**config.mk**
```make
export PLATFORM = sky130hd
export DESIGN_NAME = meas_stream_group_capture
export DESIGN_NICKNAME = d
export VERILOG_FILES = /design/src/rtl/pmod_stand_spi_solo_pkg.sv /design/src/rtl/group_fifo_fwft.sv /design/src/rtl/meas_stream_group_capture.sv
export SDC_FILE = /design/constraint.sdc
export NUM_CORES = 1
export LEC_CHECK = 0
export CELL_PAD_IN_SITES_DETAIL_PLACEMENT = 0
export CELL_PAD_IN_SITES_GLOBAL_PLACEMENT = 1
export CORE_MARGIN = 3
export CORE_UTILIZATION = 30
export DETAILED_ROUTE_END_ITERATION = 10
export PLACE_DENSITY_LB_ADDON = 0.1
export SETUP_SLACK_MARGIN = 0.2
export SLEW_MARGIN = 20
export SYNTH_ARGS = -nofsm -noshare
export SYNTH_HDL_FRONTEND = slang
export SYNTH_HIERARCHICAL = 1
export SYNTH_SLANG_ARGS = --single-unit
```
**constraint.sdc**
```tcl
create_clock -name i_clk_20mhz -period 3.85 [get_ports i_clk_20mhz]
set_input_delay 0.77 -clock i_clk_20mhz [delete_from_list [all_inputs] [get_ports i_clk_20mhz]]
set_output_delay 0.77 -clock i_clk_20mhz [all_outputs]
set_load 0.005 [all_outputs]
```
**src/rtl/pmod_stand_spi_solo_pkg.sv**
```systemverilog
// Shared definitions for the SPI measurement stand: capture FSM states,
// default group geometry and status counter width.
package pmod_stand_spi_solo_pkg;

    typedef enum logic [1:0] {
        ST_WAIT_GROUP = 2'd0,
        ST_CAPTURE    = 2'd1,
        ST_DONE_CYCLE = 2'd2
    } cap_state_t;

    localparam int DEF_GROUP_BYTES = 8;
    localparam int DEF_FIFO_DEPTH  = 4;
    localparam int DEF_CNT_BITS    = 8;

    // Byte counter must reach group_bytes itself, not just group_bytes-1.
    function automatic int byte_cnt_width(input int group_bytes);
        return $clog2(group_bytes + 1);
    endfunction

endpackage

```
**src/rtl/group_fifo_fwft.sv**
```systemverilog
// First-word-fall-through FIFO of completed groups; head is visible while
// valid is high and is consumed by rd_en in the same cycle.
module group_fifo_fwft #(
    parameter int WIDTH = 64,
    parameter int DEPTH = 4
) (
    input  logic                     i_clk_20mhz,
    input  logic                     i_rst_20mhz,
    input  logic                     wr_en,
    input  logic [WIDTH-1:0]         wr_data,
    input  logic                     rd_en,
    output logic [WIDTH-1:0]         rd_data,
    output logic                     valid,
    output logic [$clog2(DEPTH):0]   count,
    output logic                     overflow
);

    localparam int PTR_W = $clog2(DEPTH);
    localparam int CNT_W = PTR_W + 1;

    logic [WIDTH-1:0] mem [DEPTH];
    logic [PTR_W-1:0] wr_ptr_reg, rd_ptr_reg;
    logic [CNT_W-1:0] count_reg;
    logic             pop, full, wr_ok;

    assign valid    = (count_reg != '0);
    assign full     = (count_reg == CNT_W'(DEPTH));
    assign pop      = rd_en && valid;
    // When full, a same-cycle pop frees the head slot, which is exactly wr_ptr.
    assign wr_ok    = wr_en && (!full || pop);
    assign overflow = wr_en && full && !pop;
    assign count    = count_reg;
    assign rd_data  = valid ? mem[rd_ptr_reg] : '0;

    always_ff @(posedge i_clk_20mhz or posedge i_rst_20mhz) begin
        if (i_rst_20mhz) begin
            wr_ptr_reg <= '0;
            rd_ptr_reg <= '0;
            count_reg  <= '0;
        end else begin
            if (wr_ok)
                wr_ptr_reg <= wr_ptr_reg + PTR_W'(1);
            if (pop)
                rd_ptr_reg <= rd_ptr_reg + PTR_W'(1);
            count_reg <= count_reg + CNT_W'(wr_ok) - CNT_W'(pop);
        end
    end

    always_ff @(posedge i_clk_20mhz) begin
        if (wr_ok)
            mem[wr_ptr_reg] <= wr_data;
    end

endmodule

```
**src/rtl/meas_stream_group_capture.sv**
```systemverilog
// Assembles streamed bytes into fixed-size measurement groups, discards short
// groups, and queues complete groups in a FWFT FIFO for the consumer.
module meas_stream_group_capture
    import pmod_stand_spi_solo_pkg::*;
#(
    parameter int PARM_GROUP_BYTES = DEF_GROUP_BYTES,
    parameter int PARM_FIFO_DEPTH  = DEF_FIFO_DEPTH,
    parameter int PARM_CNT_BITS    = DEF_CNT_BITS
) (
    input  logic                              i_clk_20mhz,
    input  logic                              i_rst_20mhz,
    input  logic                              i_group_valid,
    input  logic                              i_byte_valid,
    input  logic [7:0]                        i_byte_data,
    output logic [8*PARM_GROUP_BYTES-1:0]     o_group_data,
    output logic                              o_group_valid,
    input  logic                              i_group_ready,
    output logic [$clog2(PARM_FIFO_DEPTH):0]  o_fifo_count,
    output logic [PARM_CNT_BITS-1:0]          o_overflow_cnt,
    output logic [PARM_CNT_BITS-1:0]          o_short_cnt,
    output logic                              o_capturing
);

    localparam int GROUP_W = 8 * PARM_GROUP_BYTES;
    localparam int BCNT_W  = byte_cnt_width(PARM_GROUP_BYTES);
    localparam logic [BCNT_W-1:0] BCNT_FULL = BCNT_W'(PARM_GROUP_BYTES);

    cap_state_t               state_reg, state_next;
    logic [BCNT_W-1:0]        byte_cnt_reg, byte_cnt_next;
    logic [GROUP_W-1:0]       shift_data_reg, shift_data_next, shifted;
    logic                     armed_reg;
    logic                     push_reg, push_next;
    logic                     short_evt, fifo_overflow;
    logic [PARM_CNT_BITS-1:0] short_cnt_reg, overflow_cnt_reg;

    generate
        if (PARM_GROUP_BYTES == 1) begin : g_shift_one
            assign shifted = i_byte_data;
        end else begin : g_shift_many
            assign shifted = {shift_data_reg[GROUP_W-9:0], i_byte_data};
        end
    endgenerate

    always_comb begin
        state_next      = state_reg;
        byte_cnt_next   = byte_cnt_reg;
        shift_data_next = shift_data_reg;
        push_next       = 1'b0;
        short_evt       = 1'b0;
        case (state_reg)
            ST_WAIT_GROUP: begin
                byte_cnt_next   = '0;
                shift_data_next = '0;
                if (i_group_valid && armed_reg)
                    state_next = ST_CAPTURE;
            end
            ST_CAPTURE: begin
                if (byte_cnt_reg == BCNT_FULL) begin
                    state_next = ST_DONE_CYCLE;
                end else if (!i_group_valid) begin
                    short_evt  = 1'b1;
                    state_next = ST_WAIT_GROUP;
                end else if (i_byte_valid) begin
                    shift_data_next = shifted;
                    byte_cnt_next   = byte_cnt_reg + BCNT_W'(1);
                end
            end
            ST_DONE_CYCLE: begin
                if (!i_group_valid) begin
                    push_next  = 1'b1;
                    state_next = ST_WAIT_GROUP;
                end
            end
            default: state_next = ST_WAIT_GROUP;
        endcase
    end

    always_ff @(posedge i_clk_20mhz or posedge i_rst_20mhz) begin
        if (i_rst_20mhz) begin
            state_reg        <= ST_WAIT_GROUP;
            byte_cnt_reg     <= '0;
            shift_data_reg   <= '0;
            armed_reg        <= 1'b0;
            push_reg         <= 1'b0;
            short_cnt_reg    <= '0;
            overflow_cnt_reg <= '0;
        end else begin
            state_reg      <= state_next;
            byte_cnt_reg   <= byte_cnt_next;
            shift_data_reg <= shift_data_next;
            push_reg       <= push_next;
            // A group already running at reset release is skipped until the line idles.
            if (!i_group_valid)
                armed_reg <= 1'b1;
            if (short_evt && (short_cnt_reg != '1))
                short_cnt_reg <= short_cnt_reg + PARM_CNT_BITS'(1);
            if (fifo_overflow && (overflow_cnt_reg != '1))
                overflow_cnt_reg <= overflow_cnt_reg + PARM_CNT_BITS'(1);
        end
    end

    // The shift register is only cleared at the end of the first WAIT cycle,
    // so it still holds the finished group while push_reg is high.
    group_fifo_fwft #(
        .WIDTH (GROUP_W),
        .DEPTH (PARM_FIFO_DEPTH)
    ) u_fifo (
        .i_clk_20mhz (i_clk_20mhz),
        .i_rst_20mhz (i_rst_20mhz),
        .wr_en       (push_reg),
        .wr_data     (shift_data_reg),
        .rd_en       (i_group_ready),
        .rd_data     (o_group_data),
        .valid       (o_group_valid),
        .count       (o_fifo_count),
        .overflow    (fifo_overflow)
    );

    assign o_short_cnt    = short_cnt_reg;
    assign o_overflow_cnt = overflow_cnt_reg;
    assign o_capturing    = (state_reg != ST_WAIT_GROUP);

endmodule

```
==> flow_summary.json <==
{
  "crit_path_end_kind": "primary output",
  "grt.overflow.total": 0,
  "largest_reg_flops": 256,
  "postLayoutCoreUtil_pct": 37.3,
  "critPathArrivalTime_ns": 2.71,
  "ys_warn_count": 6,
  "syn_inst": 868,
  "htreeDepth": 2,
  "cts_setup_buffers": 0,
  "hp-start": "armed_reg",
  "finalCriticalPeriod_ns": 3.48,
  "seq_area_frac_synth_pct": 71.2,
  "drcViolationCount": 0,
  "hold_class": "register to register",
  "wire_per_inst_um": 20.9,
  "fmax_mhz": 288,
  "ys.flop_type": "edfxtp_1",
  "insertion_delay_ns": 0.53,
  "postRouteWirelength_um": 33700,
  "synthTopCellsByCount": "edfxtp_1 (256), nand3_1 (143), dfrtp_1 (95), and2_1 (70), nand2_1 (69)",
  "grt_start_max_net_pins": 90,
  "peakVddDrop_mv": 0.269,
  "required_ns": 3.08,
  "whs_path_depth": 1,
  "cts-root-buf": "clkbuf_16",
  "via_per_inst": 4.80,
  "place.gp.congestion": 0.691,
  "synth_seq_cells": 351,
  "clock_path_buffers": 3,
  "crit_chain": "buf_12 -> mux4_2 -> and2_1 -> clkdlybuf4s50_1",
  "rows": 78,
  "rr_endpoint": "u_fifo/count[2]",
  "fin_nets": 1000,
  "synth_area_um2": 14100,
  "r2r_start": "u_fifo/count[1]",
  "wl_met3_um": 1100,
  "vias": 7715,
  "numCtsBuffers": 40,
  "worstSetupPathType": "register to primary output",
  "ys_top_cells_by_area": "edfxtp_1 (54%), dfrtp_1 (17%), mux4_2 (10%)",
  "fp.dieH_um": 223,
  "syn_avg_cell_area_um2": 16.3,
  "first_pass_iters": 4,
  "period_share_pct": 90.3,
  "holdPathEnd": "armed_reg",
  "cts_tree": "built",
  "start_kind": "register",
  "status": "complete, no violations",
  "ys_async_sr_fraction_pct": 27.1,
  "slew_headroom_pct": 34.6,
  "max_slew.worst_pin.slew_ns": 0.981,
  "synth_top_cell_area_share_pct": 54.4,
  "drv_slew": 0,
  "grt_pass1_wl_um": 53100,
  "dp_hpwl_um": 19000,
  "syn-num-nets": 892,
  "antenna_cells": 0,
  "final-setup-viol-count": 0,
  "finalPower_mw": 10.6,
  "initial_core_util_pct": 30.8,
  "ys_types": 42,
  "power.density_nw_per_um2": 619,
  "wl_met1_um": 15700,
  "path_clk_slew_ns": 0.06,
  "finClkSkew_ns": 0.00647,
  "rsz0062_at_grt": "no",
  "fp.coreArea_um2": 46000,
  "cpPeakStageDelay_ns": 0.66,
  "layout-drive-gt1-share_pct": 16.6,
  "power_leakage_nw": 6.26,
  "tns_ns": 0,
  "antenna_found_initial": 1,
  "synth_most_common_cell": "edfxtp_1",
  "final_hold_viol_count": 0,
  "clock-sinks": 351,
  "ant_nets": 0,
  "path_max_fanout": 20,
  "reg2reg_depth": 9,
  "synth_edf_count": 256,
  "r2r_slack_ns": 1.32,
  "met2_length_um": 16100,
  "critPathSlowestCell": "dfrtp_4",
  "io_pins": 98,
  "grt_pass1_vias": 8253,
  "area_delta_synth_final_pct": 21.3,
  "synth_top_area_cell": "edfxtp_1",
  "grt_usage_pct": 13.7,
  "routed.top_layer": "met4",
  "portBuffers": 97,
  "dieArea_um2": 49800,
  "die_w_um": 223,
  "maxCapViolCount": 0,
  "drt_iter0_markers": 583
}
## routing by layer
| metal | track usage, % | vias to the layer above |
|---|---|---|
| met2 | 22.4 | 139 |
| met3 | 2.16 | 49 |
| met1 | 19.2 | 4007 |
| met5 | 0 | - |
| li1 | - | 3520 |
| met4 | 3.65 | 0 |
## metrics by stage
step,area [µm²],hold WS [ns],setup slack [ns],cells
6_report,17100,0.482,0.374,1608
2_1_floorplan,14100,0.434,0.739,868
4_1_cts,17100,0.490,0.265,1608
3_3_place_gp,15900,0.454,0.723,1534
3_5_place_dp,15900,0.466,0.741,1534
5_1_grt,17100,0.508,0.214,1608
## cells in the final DEF, fill, tap and decap left out, types with 13 or more instances in the layout
cell type,instances
clkbuf_16,41
clkbuf_1,14
dfrtp_1,91
clkdlybuf4s50_1,97
edfxtp_1,256
nand2_1,68
inv_1,13
o211ai_1,16
nand3_1,143
mux4_2,64
and2_1,66
## cell families (layout without fill, tap and decap cells)
group           after synthesis  after routing  synth area share (%)
xor+xnor                     15             15                 0.929
fa+ha+maj                    11             11                  1.03
flops                       351            351                  71.2
simple gates                318            318                  11.7
buf+inv                      68            208                  2.57
compound gates               33             33                  1.79
mux                          72             72                  10.8
## area by class of cell
type	instances	area (µm²)
fill	4370	28800
timing repair buffer	120	1280
clock inverter	16	145
sequential	351	10100
tap	600	751
clock buffer	58	1120
multi-input combinational	449	3720
inverter	14	55.1
## report_power, final
part / total (mW) / switching (mW) / internal (mW) / leakage, nW
clock: 3.67 / 1.50 / 2.17 / 0.618
sequential: 4.31 / 0.205 / 4.10 / 3.81
combinational: 2.64 / 1.02 / 1.62 / 1.83
## worst max-delay path, delay by kind of cell, from the launching register on
kind / cells / cell delay [ns]
mux: 1 / 0.57
buf+inv: 2 / 0.72
simple gates: 1 / 0.18
flops: 1 / 0.66
## how the worst max path moves through the flow
stage,slack (ns),startpoint,to
CTS,0.27,u_fifo/rd_ptr_reg[0],o_group_data[1]
global placement,0.72,i_group_ready,u_fifo/count[2]
detailed placement,0.74,i_group_ready,u_fifo/count[2]
finish,0.37,u_fifo/rd_ptr_reg[0],o_group_data[17]
floorplan,0.74,i_group_ready,u_fifo/mem[0][0]
global route,0.21,u_fifo/rd_ptr_reg[0],o_group_data[0]
## timing repair
item                       in CTS  in global routing
setup endpoints to repair       2                  0
resized for setup               1                  0
hold buffers                    0                  0
(Power assumes the default switching activity.)
